### config.mk
export PLATFORM = sky130hd
export DESIGN_NAME = demux_tdm4_flat
export DESIGN_NICKNAME = d
export VERILOG_FILES = /design/src/rtl/demux_tdm4_if.sv /design/src/rtl/demux_tdm4.sv /design/src/flat_wrapper.sv
export SDC_FILE = /design/constraint.sdc
export NUM_CORES = 1
export LEC_CHECK = 0
export BUFFER_PORTS_ARGS = -buffer_cell sky130_fd_sc_hd__buf_2
export CORE_MARGIN = 5
export CORE_UTILIZATION = 44
export DETAILED_ROUTE_END_ITERATION = 10
export HOLD_SLACK_MARGIN = 0.05
export PLACE_DENSITY = 0.74
export SLEW_MARGIN = 20
export SYNTH_ARGS = -nofsm -noshare
export SYNTH_HDL_FRONTEND = slang
export SYNTH_SLANG_ARGS = --single-unit
export TNS_END_PERCENT = 50
### constraint.sdc
create_clock -name clk -period 1.43 [get_ports clk]
set_input_delay 0.286 -clock clk [delete_from_list [all_inputs] [get_ports clk]]
set_output_delay 0.286 -clock clk [all_outputs]
set_load 0.01 [all_outputs]
### src/rtl/demux_tdm4_if.sv
// Signal bundle between a TDM source and the 4-slot demultiplexer.
// The demux sits on the slave side; the stream producer and the channel consumers sit on the master side.
interface demux_tdm4_if #(
    parameter int WIDTH = 1
);
    logic [WIDTH-1:0] din;
    logic             din_valid;
    logic             frame_sync;
    logic [WIDTH-1:0] o0;
    logic [WIDTH-1:0] o1;
    logic [WIDTH-1:0] o2;
    logic [WIDTH-1:0] o3;
    logic             frame_valid;
    logic             sync_err;
    logic             locked;
    logic [1:0]       slot;

    modport master (
        output din, din_valid, frame_sync,
        input  o0, o1, o2, o3, frame_valid, sync_err, locked, slot
    );

    modport slave (
        input  din, din_valid, frame_sync,
        output o0, o1, o2, o3, frame_valid, sync_err, locked, slot
    );
endinterface

### src/rtl/demux_tdm4.sv
// Four-slot TDM demultiplexer: locks onto frame_sync and publishes each completed frame on o0..o3.
//   state  | meaning
//   HUNT   | unsynchronised; beats are dropped until one arrives with frame_sync=1
//   LOCKED | aligned; beats fill slots 0..3, and slot 3 publishes the frame
module demux_tdm4 #(
    parameter int WIDTH = 1
) (
    input  logic         clk,
    input  logic         rst,
    demux_tdm4_if.slave  bus
);
    typedef enum logic {HUNT = 1'b0, LOCKED = 1'b1} state_t;

    state_t           state, state_nx;
    logic [1:0]       slot_q, slot_nx;
    logic [WIDTH-1:0] sh0, sh1, sh2, sh0_nx, sh1_nx, sh2_nx;
    logic [WIDTH-1:0] o0_q, o1_q, o2_q, o3_q;
    logic [WIDTH-1:0] o0_nx, o1_nx, o2_nx, o3_nx;
    logic             fv_q, fv_nx, se_q, se_nx;

    always_ff @(posedge clk or posedge rst) begin
        if (rst) begin
            state  <= HUNT;
            slot_q <= '0;
            sh0    <= '0;
            sh1    <= '0;
            sh2    <= '0;
            o0_q   <= '0;
            o1_q   <= '0;
            o2_q   <= '0;
            o3_q   <= '0;
            fv_q   <= 1'b0;
            se_q   <= 1'b0;
        end else begin
            state  <= state_nx;
            slot_q <= slot_nx;
            sh0    <= sh0_nx;
            sh1    <= sh1_nx;
            sh2    <= sh2_nx;
            o0_q   <= o0_nx;
            o1_q   <= o1_nx;
            o2_q   <= o2_nx;
            o3_q   <= o3_nx;
            fv_q   <= fv_nx;
            se_q   <= se_nx;
        end
    end

    always_comb begin
        state_nx = state;
        slot_nx  = slot_q;
        sh0_nx   = sh0;
        sh1_nx   = sh1;
        sh2_nx   = sh2;
        o0_nx    = o0_q;
        o1_nx    = o1_q;
        o2_nx    = o2_q;
        o3_nx    = o3_q;
        fv_nx    = 1'b0;
        se_nx    = 1'b0;
        if (bus.din_valid) begin
            unique case (state)
                HUNT: begin
                    if (bus.frame_sync) begin
                        sh0_nx   = bus.din;
                        slot_nx  = 2'd1;
                        state_nx = LOCKED;
                    end
                end
                LOCKED: begin
                    if (slot_q == 2'd0) begin
                        if (bus.frame_sync) begin
                            sh0_nx  = bus.din;
                            slot_nx = 2'd1;
                        end else begin
                            se_nx    = 1'b1;
                            slot_nx  = 2'd0;
                            state_nx = HUNT;
                        end
                    end else if (bus.frame_sync) begin
                        // Early sync: drop the partial frame and restart at slot 0 with this beat.
                        se_nx   = 1'b1;
                        sh0_nx  = bus.din;
                        slot_nx = 2'd1;
                    end else begin
                        unique case (slot_q)
                            2'd1: sh1_nx = bus.din;
                            2'd2: sh2_nx = bus.din;
                            default: begin
                                // Slot 3 bypasses the shadow so the frame publishes on this edge.
                                o0_nx = sh0;
                                o1_nx = sh1;
                                o2_nx = sh2;
                                o3_nx = bus.din;
                                fv_nx = 1'b1;
                            end
                        endcase
                        slot_nx = slot_q + 2'd1;
                    end
                end
                default: state_nx = HUNT;
            endcase
        end
    end

    assign bus.o0          = o0_q;
    assign bus.o1          = o1_q;
    assign bus.o2          = o2_q;
    assign bus.o3          = o3_q;
    assign bus.frame_valid = fv_q;
    assign bus.sync_err    = se_q;
    assign bus.locked      = (state == LOCKED);
    assign bus.slot        = slot_q;
endmodule

### src/flat_wrapper.sv
// flat-port wrapper written by rule: the top's interface ports become plain ports
module demux_tdm4_flat 
#(
    parameter int WIDTH = 1
)
  (clk, rst, bus_din, bus_din_valid, bus_frame_sync, bus_o0, bus_o1, bus_o2, bus_o3, bus_frame_valid, bus_sync_err, bus_locked, bus_slot);
  demux_tdm4_if #(.WIDTH(WIDTH)) bus_i ();
  input  logic clk;
  input  logic rst;
  input wire logic [$bits(bus_i.din)-1:0] bus_din;
  input wire logic [$bits(bus_i.din_valid)-1:0] bus_din_valid;
  input wire logic [$bits(bus_i.frame_sync)-1:0] bus_frame_sync;
  output wire logic [$bits(bus_i.o0)-1:0] bus_o0;
  output wire logic [$bits(bus_i.o1)-1:0] bus_o1;
  output wire logic [$bits(bus_i.o2)-1:0] bus_o2;
  output wire logic [$bits(bus_i.o3)-1:0] bus_o3;
  output wire logic [$bits(bus_i.frame_valid)-1:0] bus_frame_valid;
  output wire logic [$bits(bus_i.sync_err)-1:0] bus_sync_err;
  output wire logic [$bits(bus_i.locked)-1:0] bus_locked;
  output wire logic [$bits(bus_i.slot)-1:0] bus_slot;
  assign bus_i.din = bus_din;
  assign bus_i.din_valid = bus_din_valid;
  assign bus_i.frame_sync = bus_frame_sync;
  assign bus_o0 = bus_i.o0;
  assign bus_o1 = bus_i.o1;
  assign bus_o2 = bus_i.o2;
  assign bus_o3 = bus_i.o3;
  assign bus_frame_valid = bus_i.frame_valid;
  assign bus_sync_err = bus_i.sync_err;
  assign bus_locked = bus_i.locked;
  assign bus_slot = bus_i.slot;
  demux_tdm4 #(.WIDTH(WIDTH)) u_core (.clk(clk), .rst(rst), .bus(bus_i));
endmodule
---- Yosys cells after proc, flatten, opt, wreduce, memory -nomap -nowiden ----
Cells that the tools add are included.
storage, ports and cells
  register bits ........................... 12
  latch bits .............................. 0
  memory bits (writable) .................. 0
  memory bits (read-only) ................. 0
  output and inout port bits .............. 9
  word-level logic and storage cells ...... 44
  memories kept ........................... 0
operators by class
  add/subtract/negate cells ............... 1
  multiply operators ...................... 0
  div/mod/pow operators ................... 0
  order comparisons ....................... 0
  equal/unequal tests ..................... 3
  shift-type cells ........................ 0
  mux-type cells .......................... 18
  bitwise logic cells ..................... 4
  reduce and logical (&&, ||, !) cells .... 7
operator list
  kind                                                                   number
  5-bit AND reduction                                                    3
  1-bit two-way mux                                                      13
  2-bit two-way mux                                                      3
  1-bit NOT                                                              4
  2-bit one-hot mux with 2 select lines                                  1
  2-bit AND reduction                                                    2
  2-bit by 1-bit adder with 2-bit output, second input constant          1
  2-bit by 1-bit equality test with 1-bit output, second input constant  1
  2-bit equality test, second input constant                             1
  2-bit logical NOT                                                      1
  2-bit != test, second input constant                                   1
  1-bit one-hot mux with 2 select lines                                  1
  2-bit OR reduction                                                     1

---- Longest topological paths before layout ----
Gate-level depths: netlist of the first run.
  depth in word-level cells ............... 7
  gate-level depth with buffers ........... 6
  depth with buffers taken out ............ 6

---- Worst setup path after synthesis of the first run ----
No wires, ideal clock.
  kind .................................... register to register
  from .................................... register u_core.slot_q[0] (netlist: u_core.bus.slot[0])
  to ...................................... register u_core.o0_q (netlist: u_core.bus.o0)
  arrival ................................. 1.432 ns
  required time ........................... 1.305 ns
  slack ................................... -0.127 ns
  cell stages (with the launch flop) ...... 7
  buffers on the path ..................... 0
  period minus slack after synthesis ...... 1.557 ns
  cell sequence ........................... dfrtp_1 -> inv_1 -> ha_1 -> inv_1 -> ha_1 -> nand4b_2 -> mux2_2
on the way
  longest elaborated chain between the ends .. 4
ends and longest elaborated chain
  item                                                                                          RTL line          text
  start: declaration                                                                            demux_tdm4.sv:15  logic [1:0] slot_q, slot_nx;
  start signal: assignment                                                                      demux_tdm4.sv:36  slot_q <= slot_nx;
  2-bit by 1-bit equality test with 1-bit output / 2-bit equality test (equally long branches)  demux_tdm4.sv:86  unique case (slot_q)
  2-bit OR reduction (no line)                                                                  -
  1-bit NOT (no line)                                                                           -
  5-bit AND reduction (no line) (*)                                                             -
  end signal: assignment                                                                        demux_tdm4.sv:40  o0_q <= o0_nx;
  end: declaration                                                                              demux_tdm4.sv:17  logic [WIDTH-1:0] o0_q, o1_q, o2_q, o3_q;
Mark *: on every way between the ends. The rest lies on a longest branch, timed or not.
A chain may end at the register's enable or synchronous reset.

---- Worst setup path in the final report of the first run ----
  from .................................... register u_core.slot_q[0] (netlist: u_core.bus.slot[0])
  to ...................................... register u_core.o1_q (netlist: u_core.bus.o1)
on the way
  longest elaborated chain between the ends .. 4
ends and longest elaborated chain
  item                                                                                          RTL line          text
  2-bit by 1-bit equality test with 1-bit output / 2-bit equality test (equally long branches)  demux_tdm4.sv:86
  2-bit OR reduction (no line)                                                                  -
  1-bit NOT (no line)                                                                           -
  5-bit AND reduction (no line) (*)                                                             -
  end signal: assignment                                                                        demux_tdm4.sv:41  o1_q <= o1_nx;
  end: declaration                                                                              demux_tdm4.sv:17
Marked as above.

==> summary.txt, run 1 <==
Outcome
  • Status: finished clean

GRT
  • Met3 Use GR: 3.52%
  • GR Layer Usage met1: 11.2%
  • Largest net degree at the start of global routing: 13
  • Global route total overflow: 0
  • GR Util met2: 17.9%
  • First-pass GRT wire length: 1.57 mm
  • Initial antenna violation count: 0
  • Overall Global Routing Usage: 11.4%
  • Number of global-route vias before repair: 380
  • GRT busiest layer: met2

Pwr
  • Clk network pwr share: 16.9%
  • VDD IR max: 0.968 mV
  • Share of power burned in registers: 36.3%
  • Gate power share: 46.8%
  • PD cells: 2030 nW/um^2
  • NetSw: 0.516 mW
  • Design Power: 1.56 mW
  • Switching share of power: 33.0%
  • Static Leak: 0.390 nW
  • Int Pwr: 1.05 mW

Worst setup path
  • Flop2flop setup slack: 0.02 ns
  • R2R depth: 6
  • WS Path Type: register to register
  • Startpoint types: register
  • Element type at the critical path end: register
  • Critical Path RT: 1.59 ns
  • Crit-path cells: inv_2 -> ha_4 -> inv_2 -> ha_4 -> nand4b_4 -> mux2_2
  • RR Startpoint: u_core.bus.slot[0]
  • Worst endpoint data arrival time: 1.57 ns
  • Top fanout value on the critical path: 5
  • Critical-path top delay cell: dfrtp_1
  • Critical Path Max Stage Delay: 0.39 ns
  • CP bufs+invs: 2
  • RR Endpoint: u_core.bus.o1
  • CP top delay family: flip-flops

Synth
  • Cell area after synthesis: 586 um^2
  • Synth unique cells: 19
  • Post-synth top area cell: dfrtp_1
  • Synth Instances: 46
  • Synthesized area per cell: 12.7 um^2
  • Seq cells post-synth: 12
  • Top cell type's share of synthesized area: 51.3%
  • Mapped Nets: 56
  • Largest cells by area after synthesis: dfrtp_1 (51%), ha_1 (11%), mux2_2 (9.6%)
  • Warnings from Yosys: 0
  • Post-synthesis sequential area ratio: 51.3%

STA
  • Crit share post-route: 98.5%
  • Final Skew: 0.00130 ns
  • Max Slew Vio Count: 0
  • Final hold viol count: 0
  • Fmax: 0.710 GHz
  • RSZ-0062 raised after global routing: true
  • Max_slew headroom: 69.7%
  • Setup TNS: 0 ns
  • Worst Tran Pin Value: 0.454 ns
  • Min Tclk post-route: 1.41 ns
  • Final-report setup violation count: 0

Die
  • Core ar.: 1280 um^2
  • Die area: 2160 um^2
  • Initial Utilization: 45.6%
  • Die W: 46.5 um
  • Core Rows: 13
  • Chip height: 46.5 um
  • I/O Pins: 14

Clocking
  • CTS Sinks: 12
  • Clock buffer depth: 2
  • CTS H-tree depth: 1
  • Root Driver: clkbuf_4
  • Clk_lat worst skew: 0.27 ns
  • Cts bufs inserted: 3
  • CTS tree: yes
  • CTS clk-pin slew, worst paths: 0.07 ns

Detailed routing
  • Drt first pass iters: 4
  • DRC viols: 0
  • Final wirelength: 1.01 mm
  • Via count: 428
  • Vias per inst: 5.28
  • Drt first-iter violations: 1
  • Post-route ant nets: 0
  • Detailed-route wire length per cell: 12.4 um

Cells and area
  • Layout cells sized above 1: 50.0%
  • Final nets: 77
  • Area grow syn2layout: 31.8%
  • N_diodes: 0

Worst hold path
  • Worst Hold Endpoint: u_core.bus.frame_valid
  • Hold WC Path Type: input port to register
  • Beginning of the worst hold path: bus_frame_sync
  • Hold Path Depth: 2

Placement
  • Port Buffers: 13
  • RePlAce Congestion: 0.724
  • Final HPWL from detailed placement: 764 um

Flow run
  • Max cap viols: 0
-- registers in the layout (all words and copies together) (netlist names) --
signal                  count
u_core.bus.slot             2
u_core.bus.frame_valid      1
u_core.bus.locked           1
u_core.bus.o0               1
u_core.bus.o1               1
u_core.bus.o2               1
u_core.bus.o3               1
u_core.bus.sync_err         1
u_core.sh0                  1
u_core.sh1                  1
u_core.sh2                  1
-- area by class of cell --
type | count | area, um^2
timing repair buffer | 18 | 105
multi-input combinational | 27 | 293
tap | 15 | 18.8
inverter | 5 | 18.8
clock buffer | 4 | 36.3
sequential | 12 | 300
fill | 110 | 513
-- power groups by stage --
stage	Sequential, mW	Clock (mW)	Combinational (mW)
6_report	0.568	0.265	0.732
5_1_grt	0.588	0.289	0.800
4_1_cts	0.570	0.282	0.683
3_5_place_dp	0.577	0	0.679
3_3_place_gp	0.575	0	0.656
2_1_floorplan	0.600	0	0.405
-- worst max-delay path by stage --
stage / from / end / slack [ns] / cells after the start
2_1_floorplan: u_core.bus.slot[1] / u_core.bus.o0 / 0.02 / 6
3_3_place_gp: u_core.bus.slot[1] / u_core.bus.o1 / 0.05 / 6
3_5_place_dp: u_core.bus.slot[0] / u_core.bus.o1 / 0.03 / 6
4_1_cts: u_core.bus.slot[0] / u_core.bus.o1 / 0.02 / 6
5_1_grt: u_core.bus.slot[1] / u_core.bus.o2 / -0.02 / 6
6_report: u_core.bus.slot[0] / u_core.bus.o1 / 0.02 / 6
-- placed cells by master, fill, tap and decap left out --
cell            n
mux2_4          2
inv_2           3
dfrtp_1        12
buf_2          13
nand2b_1        1
nor4_1          1
inv_1           2
ha_1            3
mux2_2          4
dlygate4sd3_1   1
o211ai_1        1
nand4b_1        1
or3b_1          1
ha_4            2
and3_1          1
nor4bb_1        1
nand2_1         2
a31oi_1         1
nand4b_4        1
clkbuf_8        1
nand4_1         2
buf_4           4
a21oi_1         1
mux2_1          1
a221o_1         1
clkbuf_4        3
-- synth_stat cells --
cell type,n
mux2_1,2
nand4b_1,1
mux2_2,5
dfrtp_1,12
nand2_1,2
inv_1,5
o211ai_1,1
buf_4,2
a21oi_1,1
and3_1,1
a31oi_1,1
nand4b_2,1
nand4_1,2
nand2b_1,1
or3b_1,1
nor4_1,1
ha_1,5
nor4bb_1,1
a221o_1,1
-- cells by family after synthesis --
kind of cell / Yosys count / synth area share, %
and+or+nand+nor: 11 / 13.9
adders and majority gates: 5 / 10.7
buffers and inverters: 7 / 5.77
muxes: 7 / 13.5
DFF: 12 / 51.3
AOI/OAI and AO/OA: 4 / 4.91
-- what timing repair did --
action / in CTS / in global routing
endpoints found under the hold margin: 12 / 0
hold buffers: 1 / 0
setup endpoints to repair: 0 / 6
resized for setup: 0 / 2
buffers inserted: 0 / 2
-- stage by stage --
| step | hold slack (ns) | worst slack, ns | utilization, % | instances | instance area (um^2) |
|---|---|---|---|---|---|
| 2_1_floorplan | 0.151 | 0.0156 | - | 46 | 619 |
| 3_3_place_gp | 0.308 | 0.0523 | 54.7 | 74 | 703 |
| 3_5_place_dp | 0.309 | 0.0345 | 54.7 | 74 | 703 |
| 4_1_cts | 0.244 | 0.0196 | 58.3 | 79 | 749 |
| 5_1_grt | 0.268 | -0.0213 | 60.1 | 81 | 772 |
| 6_report | 0.265 | 0.0208 | 60.1 | 81 | 772 |
-- metal layers --
layer / share of wire [%] / wire length (um)
met1: 41 / 410
met2: 49 / 495
met3: 7.0 / 71
met5: 0 / 0
met4: 3.1 / 31
No activity file was read; power rests on OpenSTA's default activity.
==> inputs of run 2 (changes only) <==
PLACE_DENSITY = 0.79   (was 0.74)
==> summary.txt, run 2 (same netlist as run 1, synthesis figures left out) <==
Outcome
  • Status: finished clean

Worst setup path
  • Critical Path RT: 1.58 ns
  • Worst endpoint data arrival time: 1.51 ns
  • Element type at the critical path end: register
  • WS Path Type: register to register
  • Top fanout value on the critical path: 4
  • Setup crit start: u_core.bus.slot[1]
  • Startpoint types: register
  • RR Startpoint: u_core.bus.slot[1]

Worst hold path
  • Beginning of the worst hold path: bus_frame_sync
  • Hold WC Path Type: input port to register

Cells and area
  • Area grow syn2layout: 26.9%
  • Max reg flops: 2
  • Most frequent cells in the layout: buf_2 (13), dfrtp_1 (12), mux2_2 (5)
  • N_diodes: 0
  • Commonest non-fill, non-tap cell in the layout: buf_2
  • Final nets: 76
  • Layout cells sized above 1: 46.9%
  • Filler cell count: 118

STA
  • Final-report setup violation count: 0
  • Setup TNS: 0 ns
  • Worst Tran Pin Value: 0.441 ns
  • Min Tclk post-route: 1.36 ns
  • Max_slew headroom: 70.5%
  • Max Slew Vio Count: 0
  • RSZ-0062 raised after global routing: false
  • Final hold viol count: 0
  • Final worst setup slack: 0.0690 ns
  • Fmax: 0.735 GHz
  • Crit share post-route: 95.2%
  • Final Skew: 0.00468 ns

Clocking
  • CTS resizes: 0
  • CTS Sinks: 12
  • Clock buffer depth: 2
  • CTS clk-pin slew, worst paths: 0.07 ns
  • Cts bufs inserted: 3
  • CTS H-tree depth: 1
  • CTS tree: yes
  • Root Driver: clkbuf_4
  • Clk_lat worst skew: 0.26 ns

Die
  • Core ar.: 1280 um^2
  • Initial Utilization: 45.6%
  • Die W: 46.5 um
  • I/O Pins: 14
  • Die area: 2160 um^2
  • Chip height: 46.5 um
  • Core Rows: 13

GRT
  • Largest net degree at the start of global routing: 13
  • First-pass GRT wire length: 1.78 mm
  • Global route total overflow: 0
  • Overall Global Routing Usage: 12.4%
  • Number of global-route vias before repair: 419
  • Initial antenna violation count: 0

Placement
  • Port Buffers: 13
  • Post-place setup slack: 0.0649 ns
  • RePlAce Congestion: 0.733

Detailed routing
  • Final wirelength: 1.04 mm
  • DRC viols: 0
  • Post-route ant nets: 0
  • Vias per inst: 5.20
  • Via count: 411
  • Detailed-route wire length per cell: 13.2 um
  • Drt first-iter violations: 4
  • Drt first pass iters: 2

Flow run
  • Max cap viols: 0

Pwr
  • VDD IR max: 0.873 mV
  • Static Leak: 0.370 nW
  • PD cells: 1940 nW/um^2
-- run 2: cell types whose count changed in the layout (fill, tap and decap cells not counted) --
cell,before,now
clkbuf_8,1,0
mux2_2,4,5
buf_4,4,3
mux2_1,1,2
mux2_4,2,0
-- run 2: critical path, cell delays in order, from the launching register on --
cell      delay [ns]
dfrtp_1         0.39
inv_2           0.08
ha_4            0.14
inv_2           0.04
ha_4            0.16
nand4b_4        0.10
mux2_2          0.34
-- run 2: what timing repair did --
item	CTS	global route
buffers inserted	0	0
endpoints found under the hold margin	12	0
hold buffers	1	0
-- run 2: final cells by class --
class,count,area [um^2],share of cell area (%)
flip-flops and latches,12,300,40.4
multi-input cells,27,285,38.4
repair buffers,17,97.6,13.1
clock buffers,3,22.5,3.03
inverters,5,18.8,2.53
well taps,15,18.8,2.53
-- run 2: power breakdown --
| group | leakage (nW) | internal [mW] | switching, mW | total [mW] |
|---|---|---|---|---|
| logic | 0.207 | 0.369 | 0.306 | 0.675 |
| registers | 0.149 | 0.475 | 0.0978 | 0.573 |
| clock network | 0.0138 | 0.0972 | 0.0976 | 0.195 |
| total | 0.370 | 0.941 | 0.502 | 1.44 |
-- run 2: final timing paths --
path | cells after the start | slack [ns] | endpoint
max | 6 | 0.07 | u_core.bus.o1
min | 2 | 0.27 | u_core.bus.frame_valid
max reg2reg | 6 | 0.07 | u_core.bus.o1
min reg2reg | 1 | 0.49 | u_core.sh1
max in group asynchronous | 3 | 0.56 | u_core.bus.o1
min in group asynchronous | 3 | 0.56 | u_core.bus.o0
-- run 2: through the flow --
| stage | utilization, % | hold slack, ns | cells | power [mW] | area, um^2 |
|---|---|---|---|---|---|
| final | 57.8 | 0.267 | 79 | 1.44 | 743 |
| after global routing | 57.8 | 0.272 | 79 | 1.56 | 743 |
| after CTS | 57.8 | 0.263 | 79 | 1.47 | 743 |
| after detailed placement | 55.3 | 0.314 | 75 | 1.27 | 711 |
| after global placement | 55.3 | 0.304 | 75 | 1.25 | 711 |
| after floorplan | - | 0.151 | 46 | 1.00 | 619 |
-- run 2: metal layers --
layer | global-route usage, % | vias up | part of all wire (%) | wire (um)
li1 | - | 199 | - | -
met1 | 13.8 | 199 | 43 | 450
met2 | 19.0 | 11 | 47 | 492
met3 | 5.08 | 2 | 7.1 | 74
met4 | 8.52 | 0 | 2.2 | 23
met5 | 0 | - | 0 | 0
